`config.mk`:
```
export PLATFORM = sky130hd
export DESIGN_NAME = pipelined_cla_adder
export DESIGN_NICKNAME = d
export VERILOG_FILES = /design/src/rtl/pipelined_cla_adder.sv
export SDC_FILE = /design/constraint.sdc
export NUM_CORES = 1
export LEC_CHECK = 0
export ABC_CLOCK_PERIOD_IN_PS = 1400
export BUFFER_PORTS_ARGS = -buffer_cell sky130_fd_sc_hd__buf_4
export CORE_UTILIZATION = 45
export CTS_CLUSTER_SIZE = 10
export DETAILED_ROUTE_END_ITERATION = 12
export PLACE_DENSITY_LB_ADDON = 0.1
export RECOVER_POWER = 25
export SYNTH_ARGS = -nofsm -noshare
export SYNTH_HDL_FRONTEND = slang
export SYNTH_SLANG_ARGS = --single-unit
```
`constraint.sdc`:
```
create_clock -name clk -period 1.4 [get_ports clk]
set_input_delay 0.07 -clock clk [delete_from_list [all_inputs] [get_ports clk]]
set_output_delay 0.07 -clock clk [all_outputs]
set_load 0.02 [all_outputs]
```
`src/rtl/pipelined_cla_adder.sv`:
```
// Pipelined carry-lookahead adder/subtractor built from 4-bit lookahead groups.
// Each stage folds GROUPS_PER_STAGE groups and forwards the carry and the unprocessed operand slices.
module pipelined_cla_adder #(
  parameter int WIDTH            = 16,
  parameter int GROUPS_PER_STAGE = 1
) (
  input  logic             clk,
  input  logic             rst_n,
  input  logic             in_valid,
  output logic             in_ready,
  input  logic [WIDTH-1:0] a,
  input  logic [WIDTH-1:0] b,
  input  logic             cin,
  input  logic             sub,
  output logic             out_valid,
  input  logic             out_ready,
  output logic [WIDTH-1:0] sum,
  output logic             cout,
  output logic             ovf
);

  localparam int SW     = 4 * GROUPS_PER_STAGE;
  localparam int STAGES = WIDTH / SW;
  localparam int LAST   = STAGES - 1;

  if ((WIDTH % SW) != 0 || WIDTH < SW) begin : g_bad_width
    $error("WIDTH must be a non-zero multiple of 4*GROUPS_PER_STAGE");
  end

  // Returns {c4, c3, c2, c1, c0}: every carry is a flat sum-of-products of the group carry-in.
  function automatic logic [4:0] cla4(input logic [3:0] p4, input logic [3:0] g4, input logic c0);
    logic [4:0] c;
    c[0] = c0;
    c[1] = g4[0] | (p4[0] & c0);
    c[2] = g4[1] | (p4[1] & g4[0]) | (p4[1] & p4[0] & c0);
    c[3] = g4[2] | (p4[2] & g4[1]) | (p4[2] & p4[1] & g4[0]) | (p4[2] & p4[1] & p4[0] & c0);
    c[4] = g4[3] | (p4[3] & g4[2]) | (p4[3] & p4[2] & g4[1]) | (p4[3] & p4[2] & p4[1] & g4[0])
         | (p4[3] & p4[2] & p4[1] & p4[0] & c0);
    return c;
  endfunction

  // Handshake: the whole pipeline shifts when the output slot is empty or being consumed;
  // a bundle transfers on in_valid && in_ready, a result on out_valid && out_ready.
  logic advance;
  assign advance  = !out_valid || out_ready;
  assign in_ready = advance;

  for (genvar s = 0; s < STAGES; s++) begin : stg
    localparam int REM = WIDTH - s * SW;

    logic [REM-1:0]        a_in;
    logic [REM-1:0]        bx_in;
    logic                  c_in;
    logic                  v_in;
    logic [SW-1:0]         grp_sum;
    logic [4:0]            cc [GROUPS_PER_STAGE];
    logic                  c_out;
    logic [(s+1)*SW-1:0]   sum_n;
    logic                  v_q;
    logic                  c_q;
    logic [(s+1)*SW-1:0]   sum_q;

    if (s == 0) begin : g_src
      assign a_in  = a;
      assign bx_in = sub ? ~b : b;
      assign c_in  = sub | cin;
      assign v_in  = in_valid;
      assign sum_n = grp_sum;
    end else begin : g_src
      assign a_in  = stg[s-1].g_fwd.a_q;
      assign bx_in = stg[s-1].g_fwd.bx_q;
      assign c_in  = stg[s-1].c_q;
      assign v_in  = stg[s-1].v_q;
      assign sum_n = {grp_sum, stg[s-1].sum_q};
    end

    always_comb begin
      logic [3:0] p;
      logic [3:0] g;
      logic       carry;
      carry   = c_in;
      grp_sum = '0;
      for (int k = 0; k < GROUPS_PER_STAGE; k++) begin
        p     = a_in[k*4 +: 4] ^ bx_in[k*4 +: 4];
        g     = a_in[k*4 +: 4] & bx_in[k*4 +: 4];
        cc[k] = cla4(p, g, carry);
        grp_sum[k*4 +: 4] = p ^ cc[k][3:0];
        carry = cc[k][4];
      end
      c_out = carry;
    end

    always_ff @(posedge clk or negedge rst_n) begin
      if (!rst_n) begin
        v_q   <= 1'b0;
        c_q   <= 1'b0;
        sum_q <= '0;
      end else if (advance) begin
        v_q   <= v_in;
        c_q   <= c_out;
        sum_q <= sum_n;
      end
    end

    if (s < LAST) begin : g_fwd
      logic [REM-SW-1:0] a_q;
      logic [REM-SW-1:0] bx_q;
      always_ff @(posedge clk or negedge rst_n) begin
        if (!rst_n) begin
          a_q  <= '0;
          bx_q <= '0;
        end else if (advance) begin
          a_q  <= a_in[REM-1:SW];
          bx_q <= bx_in[REM-1:SW];
        end
      end
    end else begin : g_ovf
      // Signed overflow: carry into the MSB differs from carry out of it.
      logic ovf_q;
      always_ff @(posedge clk or negedge rst_n) begin
        if (!rst_n) begin
          ovf_q <= 1'b0;
        end else if (advance) begin
          ovf_q <= cc[GROUPS_PER_STAGE-1][3] ^ c_out;
        end
      end
    end
  end

  assign out_valid = stg[LAST].v_q;
  assign sum       = stg[LAST].sum_q;
  assign cout      = stg[LAST].c_q;
  assign ovf       = stg[LAST].g_ovf.ovf_q;

endmodule

```
==> results of run 1 <==
worst register-to-register path, cell delays in order, from the launching register on:
cell	delay [ps]
dfrtp_1	430
ha_4	260
a211oi_4	270
o21bai_2	120
xnor2_1	160
o21ai_1	70
what timing repair did:
action | 4_1_cts | 5_1_grt
pin swaps | 10 | 13
cloned | 1 | 1
setup buffers | 1 | 8
resized for setup | 8 | 19
setup endpoints to repair | 8 | 11
hold buffers | 23 | 0
hold endpoints to repair | 54 | 0
cells in the mapped netlist:
master      n
o21ai_2     1
mux2i_1     1
o21bai_2    1
ha_1       18
buf_2      10
nor2_1     11
a21o_1      3
inv_4       1
a211oi_1    6
a211oi_2    1
o21ai_0    21
fa_1        4
buf_4       7
nor2b_1     1
o21bai_1    2
nand2_1   215
inv_1       5
a21oi_1    15
o21ai_1     8
buf_6       5
clkbuf_1    1
xor2_1      7
nor3_4      1
nand2b_1    1
dfrtp_1    97
xnor2_1    18
o211ai_1    1
kinds of logic (layout without fill, tap and decap cells):
| group | count (synthesis) | count (layout) |
|---|---|---|
| and+or+nand+nor | 229 | 229 |
| DFF | 97 | 97 |
| AOI/OAI and AO/OA | 59 | 59 |
| buffers and inverters | 29 | 134 |
| xor gates and xnor gates | 25 | 25 |
| adders and majority gates | 22 | 22 |
| muxes | 1 | 1 |
metal layers:
metal	global-route usage, %	vias up	part of all wire [%]
li1	-	1667	-
met1	26.9	1539	48
met5	0	-	0
met2	31.6	58	48
met4	6.69	0	1.2
met3	2.77	9	2.6
state kept, by name, indices dropped and copies added, names as in the netlist:
register and count:
stg.g_fwd.a_q 24, ovf 1, stg.sum_q 24, stg.g_fwd.bx_q 24, stg.v_q 3, out_valid 1, cout 1, sum 16
stg.c_q 3
worst paths after layout:
kind | startpoint | end | slack, ps | cells past startpoint
min in group asynchronous | rst_n | stg[2].sum_q[6] | 400 | 2
worst min register to register | stg[2].v_q | out_valid | 460 | 1
worst max register to register | stg[0].g_fwd.bx_q[0] | stg[1].sum_q[7] | -20 | 5
worst max-delay path | stg[0].g_fwd.bx_q[0] | stg[1].sum_q[7] | -20 | 5
worst min-delay path | b[14] | stg[0].g_fwd.bx_q[10] | 0.2 | 3
max in group asynchronous | rst_n | stg[1].sum_q[7] | 210 | 3
area by class of cell:
class	instances	area, um^2
clock buffer	11	151
inverter	6	25.0
tap	129	161
sequential	97	2430
clock inverter	4	51.3
timing repair buffer	113	1010
fill	804	3590
multi-input combinational	336	1910
per-stage QoR:
stage / utilization, % / cell area (um^2)
after floorplan: - / 4400
after CTS: 59.5 / 5550
final: 61.5 / 5730
after detailed placement: 54.1 / 5040
after global placement: 54.1 / 5040
after global routing: 61.5 / 5730
power groups by stage:
stage / clock (mW) / sequential [mW] / combinational, mW
3_3_place_gp: 0 / 4.80 / 4.49
3_5_place_dp: 0 / 4.84 / 4.60
2_1_floorplan: 0 / 5.00 / 2.88
5_1_grt: 2.01 / 5.00 / 6.15
4_1_cts: 1.92 / 4.79 / 4.87
6_report: 1.86 / 4.85 / 5.48
==> impl_metrics.json, run 1 <==
{
  "status": "complete, but fails checks",
  "failed_checks": "setup timing",
  "synth-adder-area-share_pct": 6.99,
  "antenna_found_initial": 0,
  "num_io_pins": 58,
  "cts_tree": "yes",
  "grt_usage_pct": 19.4,
  "min_path_type": "in -> reg",
  "synth_cell_types": 27,
  "cts-htree-levels": 3,
  "worst_pin_slew_ps": 977,
  "place.gp.congestion": 0.768,
  "core_area_um2": 9330,
  "n_antenna_cell": 0,
  "layout_common_cells": "nand2_1 (215), dfrtp_1 (97), buf_4 (82)",
  "avgSynthCellArea_um2": 9.46,
  "finClkSkew_ps": 10.7,
  "synth.cell_area_um2": 4370,
  "ys_seq_area_share_pct": 55.6,
  "synth_compound_area_share_pct": 7.85,
  "fmax_ghz": 0.704,
  "power.density_nw_per_um2": 2130,
  "clk_path_buf_depth": 2,
  "power.leakage_nw": 2.87,
  "yosys.area_share.xor_xnor_pct": 5.01,
  "grt_pass1_wl_um": 15200,
  "rsz0062_at_grt": "true",
  "intPower_mw": 7.65,
  "path_clk_slew_ps": 100,
  "dp_cells": 647,
  "fin_crit_ps": 1420,
  "drt_iter0_markers": 93,
  "cp.buffers_inverters": 0,
  "path_max_fanout": 2,
  "wl_per_cell_um": 13.2,
  "synth-simple-area-share_pct": 20.1,
  "worstPathCellList": "ha_4 -> a211oi_4 -> o21bai_2 -> xnor2_1 -> o21ai_1",
  "crit_required_ps": 1640,
  "die_y_um": 101,
  "grt_max_degree": 55,
  "worstPathArrival_ps": 1660,
  "synth_top_family_by_area": "simple AND/OR/NAND/NOR gates",
  "dr.pass1.iters": 4,
  "synthCells": 462,
  "dp_slack_ps": -127,
  "clock-sinks": 97,
  "final_cells": 696,
  "die_w_um": 101,
  "postRouteAntennaNets": 0,
  "wirelength_um": 9180,
  "ys_warn_count": 0,
  "finalHoldViolations": 0,
  "slowest_delay_ps": 430,
  "finalPower_mw": 12.2,
  "max-slew-margin-rel_pct": 34.9,
  "final_common_cell": "nand2_1",
  "slew_violations": 0,
  "p_sw_share_pct": 37.2,
  "drive_gt1_share_pct": 22.6,
  "hold_ws_ps": 0.209,
  "numCtsBuffers": 9,
  "clkPwrFrac_pct": 15.3,
  "syn-num-nets": 522,
  "clk_latency_ps": 360,
  "p_switching_mw": 4.54,
  "core.rowCount": 35,
  "hpwl_um": 5860,
  "grt-ovfl-total": 0,
  "fin_tns_setup_ps": -34.3,
  "finalSetupViolCount": 2,
  "irDropWorstVdd_mv": 0.824,
  "worst_slack_ps": -21.1,
  "max-cap-violations": 0,
  "drc": 0,
  "synth_seq_cells": 97,
  "clock-root-buffer": "clkbuf_8",
  "die-area_um2": 10100,
  "port_buffers": 57,
  "cp_slowest_cell": "dfrtp_1",
  "ys_top_cells_by_area": "dfrtp_1 (56%), nand2_1 (18%), ha_1 (5.2%)",
  "nets": 623,
  "period_share_pct": 102,
  "viasPerCell": 4.70,
  "end_kind": "flip-flop",
  "seq_power_share_pct": 39.8,
  "critical_path.top_delay_family": "compound AO/OA/AOI/OAI gates",
  "vias": 3273,
  "start_util_pct": 46.8,
  "combPwrFrac_pct": 45.0,
  "path_class": "reg -> reg",
  "grt_pass1_vias": 3213,
  "crit_path_start_kind": "flip-flop",
  "synth_top_area_share_pct": 55.6,
  "area_delta_synth_final_pct": 31.2,
  "yosys-mux-area-fraction_pct": 0.229,
  "yosysTopAreaCell": "dfrtp_1"
}
Power figures use the tool's default switching activity.
==> inputs of run 2 (changes only) <==
- CTS_BUF_LIST: default -> sky130_fd_sc_hd__clkbuf_16
==> run 2 against run 1 <==
The run still ends with setup timing left. Clock power is 27% higher. Final cell count fell by 2.0%. Highest routed layer unchanged. Clock-buffer cell count fell by 2.
==> impl_metrics.json, run 2 (synthesis results as in run 1) <==
{
  "status": "complete, but fails checks",
  "failed_checks": "setup timing",
  "numCtsBuffers": 9,
  "combPwrFrac_pct": 42.5,
  "intPower_mw": 8.00,
  "drive_gt1_share_pct": 21.3,
  "rsz0062_at_grt": "true",
  "min_path_type": "in -> reg",
  "cts-htree-levels": 3,
  "cp_slowest_cell": "dfrtp_1",
  "cp.buffers_inverters": 0,
  "irDropWorstVdd_mv": 0.803,
  "final_common_cell": "nand2_1",
  "power.density_nw_per_um2": 2220,
  "seq_power_share_pct": 38.6,
  "grt-ovfl-total": 0,
  "crit_path_start_kind": "flip-flop",
  "finClkSkew_ps": 6.00,
  "nets": 609,
  "dp_cells": 647,
  "grt_max_degree": 55,
  "die_y_um": 101,
  "p_sw_share_pct": 36.3,
  "die-area_um2": 10100,
  "core.rowCount": 35,
  "drt_iter0_markers": 99,
  "end_kind": "flip-flop",
  "drc": 0,
  "final_cells": 682,
  "clk_latency_ps": 340,
  "wirelength_um": 9080,
  "fin_crit_ps": 1450,
  "power.leakage_nw": 2.84,
  "crit_required_ps": 1610,
  "die_w_um": 101,
  "path_max_fanout": 3,
  "finalSetupViolCount": 4,
  "fin_tns_setup_ps": -67.9,
  "place.gp.congestion": 0.768,
  "clock-sinks": 97,
  "start_util_pct": 46.8,
  "fmax_ghz": 0.692,
  "clk_path_buf_depth": 2,
  "layout_common_cells": "nand2_1 (215), dfrtp_1 (97), buf_4 (78)",
  "finalPower_mw": 12.6,
  "worst_slack_ps": -46.1,
  "hpwl_um": 5860,
  "clock-root-buffer": "clkbuf_16",
  "core_area_um2": 9330,
  "grt_pass1_vias": 3199,
  "n_antenna_cell": 0,
  "postRouteAntennaNets": 0,
  "critical_path.top_delay_family": "compound AO/OA/AOI/OAI gates",
  "post_dp_cell_area_um2": 5040,
  "path_class": "reg -> reg",
  "wl_per_cell_um": 13.3,
  "vias": 3241,
  "grt_usage_pct": 19.5,
  "area_delta_synth_final_pct": 29.6,
  "period_share_pct": 103,
  "cts_tree": "yes",
  "dr.pass1.iters": 4,
  "num_io_pins": 58,
  "max-cap-violations": 0,
  "viasPerCell": 4.75,
  "p_switching_mw": 4.57,
  "antenna_found_initial": 0,
  "reg.largest.list": "stg.g_fwd.a_q x24, stg.g_fwd.bx_q x24, stg.sum_q x24",
  "port_buffers": 57,
  "worstPathCellList": "ha_4 -> a211oi_4 -> o21bai_4 -> mux2i_1 -> a21oi_1",
  "grt_pass1_wl_um": 15200,
  "slew_violations": 0,
  "max-slew-margin-rel_pct": 37.4,
  "slowest_delay_ps": 410,
  "hold_ws_ps": 9.25,
  "worst_pin_slew_ps": 938,
  "path_clk_slew_ps": 60,
  "finalHoldViolations": 0,
  "final_area_um2": 5660,
  "worstPathArrival_ps": 1660,
  "clkPwrFrac_pct": 18.9
}
## run 2: cell count changes in the layout (fill, tap and decap cells not counted), sizes merged
cell	previous run	this run
buf	87	82
clkbuf	13	11
clkinv	1	3
dlygate4sd3	23	14
## run 2: worst paths after layout
check / startpoint / end / slack [ps] / depth (start not counted)
worst max-delay path: stg[2].g_fwd.bx_q[0] / ovf / -50 / 5
worst min-delay path: b[9] / stg[0].g_fwd.bx_q[5] / 9 / 3
worst max register to register: stg[2].g_fwd.bx_q[0] / ovf / -50 / 5
worst min register to register: stg[2].v_q / out_valid / 460 / 1
max in group asynchronous: rst_n / stg[2].sum_q[10] / 190 / 3
min in group asynchronous: rst_n / stg[2].sum_q[6] / 410 / 2
## run 2: cell type report
type                    instances  area (um^2)
clock buffers                   9          225
multi-input cells             336         1900
repair buffers                 99          867
fillers                       815         3670
well taps                     129          161
clock inverters                 6         58.8
flip-flops and latches         97         2430
inverters                       6         25.0
## run 2: timing repair
action	CTS	global route
gates cloned	1	1
buffers inserted	1	3
gates resized for setup	5	18
setup endpoints to repair	8	12
hold buffers	14	0
pin swaps	12	16
endpoints found under the hold margin	45	0
## run 2: power by group through the flow
stage | logic [mW] | registers (mW) | clock network, mW
2_1_floorplan | 2.88 | 5.00 | 0
3_3_place_gp | 4.49 | 4.80 | 0
3_5_place_dp | 4.60 | 4.84 | 0
4_1_cts | 4.82 | 4.79 | 2.43
5_1_grt | 6.02 | 5.02 | 2.55
6_report | 5.34 | 4.86 | 2.37
## run 2: metal layers
layer	vias to the layer above	share of wire [%]	routed length, um	GRT usage, %
li1	1646	-	-	-
met1	1525	48	4390	27.5
met2	60	47	4270	30.7
met3	10	3.4	312	3.40
met4	0	1.2	110	6.69
met5	-	0	0	0
## run 2: metrics by stage
| step | setup slack [ps] | utilization (%) |
|---|---|---|
| final | -46.1 | 60.7 |
| after floorplan | -36.4 | - |
| after global routing | -86.0 | 60.7 |
| after CTS | -70.0 | 59.2 |
| after detailed placement | -127 | 54.1 |
| after global placement | -48.3 | 54.1 |
## run 2: worst reg2reg max path, cell delays in order (launching register included)
cell,delay [ps]
dfrtp_1,410
ha_4,270
a211oi_4,310
o21bai_4,100
mux2i_1,150
a21oi_1,90
==> inputs of run 3 (changes only) <==
- CORE_UTILIZATION: 45 -> 25
==> run 3 against run 2 <==
Total power shrank 0.19%. Clock-buffer cell count is the same. Highest routed layer unchanged. Largest power group unchanged. The run still ends with setup timing left. Critical path type unchanged. Non-clock buffer count grew 4.
==> impl_metrics.json, run 3 (synthesis results as in run 1) <==
{
  "worstPathCellList": "ha_4 -> a211oi_4 -> o21bai_4 -> xnor2_1 -> o21ai_1",
  "power.leakage_nw": 2.84,
  "drc": 0,
  "grt_pass1_wl_um": 16400,
  "combPwrFrac_pct": 41.5,
  "end_kind": "flip-flop",
  "area_delta_synth_final_pct": 33.0,
  "crit_path_start_kind": "flip-flop",
  "power.density_nw_per_um2": 2160,
  "dp_cells": 734,
  "grt_usage_pct": 11.7,
  "cp.buffers_inverters": 0,
  "cp_slowest_cell": "dfrtp_1",
  "finClkSkew_ps": 7.43,
  "post_dp_cell_area_um2": 5140,
  "seq_area_um2": 2430,
  "path_clk_slew_ps": 80,
  "port_buffers": 57,
  "fillCellCount": 1812,
  "core.rowCount": 47,
  "min_from": "b[14]",
  "clkPwrFrac_pct": 19.3,
  "reg.largest.list": "stg.g_fwd.a_q x24, stg.g_fwd.bx_q x24, stg.sum_q x24",
  "seq_power_share_pct": 39.2,
  "status": "complete, but fails checks",
  "path_class": "reg -> reg",
  "layout_common_cells": "nand2_1 (215), dfrtp_1 (97), buf_4 (75)",
  "whs_endpoint": "stg[0].g_fwd.bx_q[10]",
  "p_switching_mw": 4.74,
  "reg2regPathDepth": 5,
  "antenna_found_initial": 0,
  "drive_gt1_share_pct": 21.3,
  "finalSetupViolCount": 3,
  "min_path_type": "in -> reg",
  "grt_max_degree": 65,
  "drt_iter0_markers": 161,
  "core_area_um2": 16800,
  "start_util_pct": 26.0,
  "period_share_pct": 102,
  "die_y_um": 134,
  "reg2reg_from": "stg[2].g_fwd.bx_q[0]",
  "numCtsBuffers": 9,
  "critical_path.top_delay_family": "compound AO/OA/AOI/OAI gates",
  "irDropWorstVdd_mv": 1.12,
  "final_common_cell": "nand2_1",
  "n_antenna_cell": 0,
  "die-area_um2": 18000,
  "reg2reg_slack_ps": -20,
  "wl_per_cell_um": 12.7,
  "holdPathStages": 3,
  "clk_path_buf_depth": 2,
  "clk_latency_ps": 350,
  "crit_required_ps": 1630,
  "viasPerCell": 4.19,
  "failed_checks": "setup timing",
  "slew_violations": 0,
  "multi_input_area_um2": 1890,
  "max-cap-violations": 0,
  "finalHoldViolations": 0,
  "final_cells": 778,
  "p_sw_share_pct": 37.8,
  "cts_tree": "yes",
  "fmax_ghz": 0.702,
  "clock-root-buffer": "clkbuf_16",
  "worstPathArrival_ps": 1660,
  "clock-sinks": 97,
  "fin_crit_ps": 1420,
  "final_area_um2": 5810,
  "vias": 3256,
  "r2r-end": "sum[15]",
  "nets": 613,
  "finalPower_mw": 12.5,
  "rsz0062_at_grt": "true",
  "fin_tns_setup_ps": -64.7,
  "path_max_fanout": 3,
  "hpwl_um": 6730,
  "wirelength_um": 9910,
  "cts-htree-levels": 3,
  "postRouteAntennaNets": 0,
  "grt_pass1_vias": 3207,
  "die_w_um": 134,
  "max-slew-margin-rel_pct": 53.8,
  "place.gp.congestion": 0.789,
  "grt-ovfl-total": 0,
  "worst_slack_ps": -23.9,
  "slowest_delay_ps": 420,
  "worst_pin_slew_ps": 692,
  "num_io_pins": 58,
  "dr.pass1.iters": 4,
  "dp_slack_ps": -121,
  "intPower_mw": 7.80
}
[run 3: cell count changes in the layout (fill, tap and decap cells not counted), sizes merged]
cell	previous run	this run
dlygate4sd3	14	21
clkinvlp	1	2
clkinv	3	2
bufinv	1	0
bufbuf	1	0
inv	7	9
buf	82	80
[run 3: through the flow]
stage	hold WS, ps	utilization [%]
2_1_floorplan	-226	-
3_3_place_gp	18.5	30.6
3_5_place_dp	22.6	30.6
4_1_cts	1.26	33.7
5_1_grt	27.7	34.6
6_report	6.68	34.6
[run 3: power by group through the flow]
stage,sequential (mW),combinational (mW),clock (mW)
detailed placement,4.93,4.69,0
global route,5.09,5.89,2.63
global placement,4.90,4.64,0
finish,4.92,5.21,2.42
CTS,4.88,4.79,2.51
floorplan,5.00,2.88,0
[run 3: worst max path at each step]
stage | depth (start not counted) | end | start | slack (ps)
global route | 5 | ovf | stg[2].g_fwd.bx_q[0] | -80
floorplan | 8 | stg[0].c_q | sub | -40
detailed placement | 5 | stg[1].c_q | stg[0].g_fwd.a_q[0] | -120
global placement | 5 | stg[1].sum_q[7] | stg[0].g_fwd.a_q[0] | -50
CTS | 5 | sum[15] | stg[2].g_fwd.a_q[0] | -70
finish | 5 | sum[15] | stg[2].g_fwd.bx_q[0] | -20
[run 3: metal layers]
layer | wire length (um) | vias to the layer above | track usage, %
met3 | 258 | 12 | 2.04
met2 | 4390 | 47 | 17.6
li1 | - | 1650 | -
met5 | 0 | - | 0
met1 | 5040 | 1547 | 15.9
met4 | 221 | 0 | 6.37
[run 3: cell type report]
| type | count | share of cell area [%] |
|---|---|---|
| Sequential cell | 97 | 41.8 |
| Multi-Input combinational cell | 336 | 32.6 |
| Timing Repair Buffer | 103 | 15.5 |
| Tap cell | 220 | 4.74 |
| Clock buffer | 9 | 3.88 |
| Clock inverter | 7 | 1.05 |
| Inverter | 6 | 0.474 |
[run 3: worst min-delay path: cells and delay by family]
| family | cells | cell delay, ps |
|---|---|---|
| AOI/OAI and AO/OA | 1 | 60 |
| buffers and inverters | 1 | 80 |
| xor gates and xnor gates | 1 | 100 |
[run 3: what timing repair did]
action / CTS / global route
hold endpoints to repair: 73 / 0
endpoints found under the setup margin: 8 / 12
buffers inserted: 1 / 5
gates cloned: 0 / 1
hold buffers: 21 / 0
resized for setup: 2 / 20
pin swaps: 5 / 10
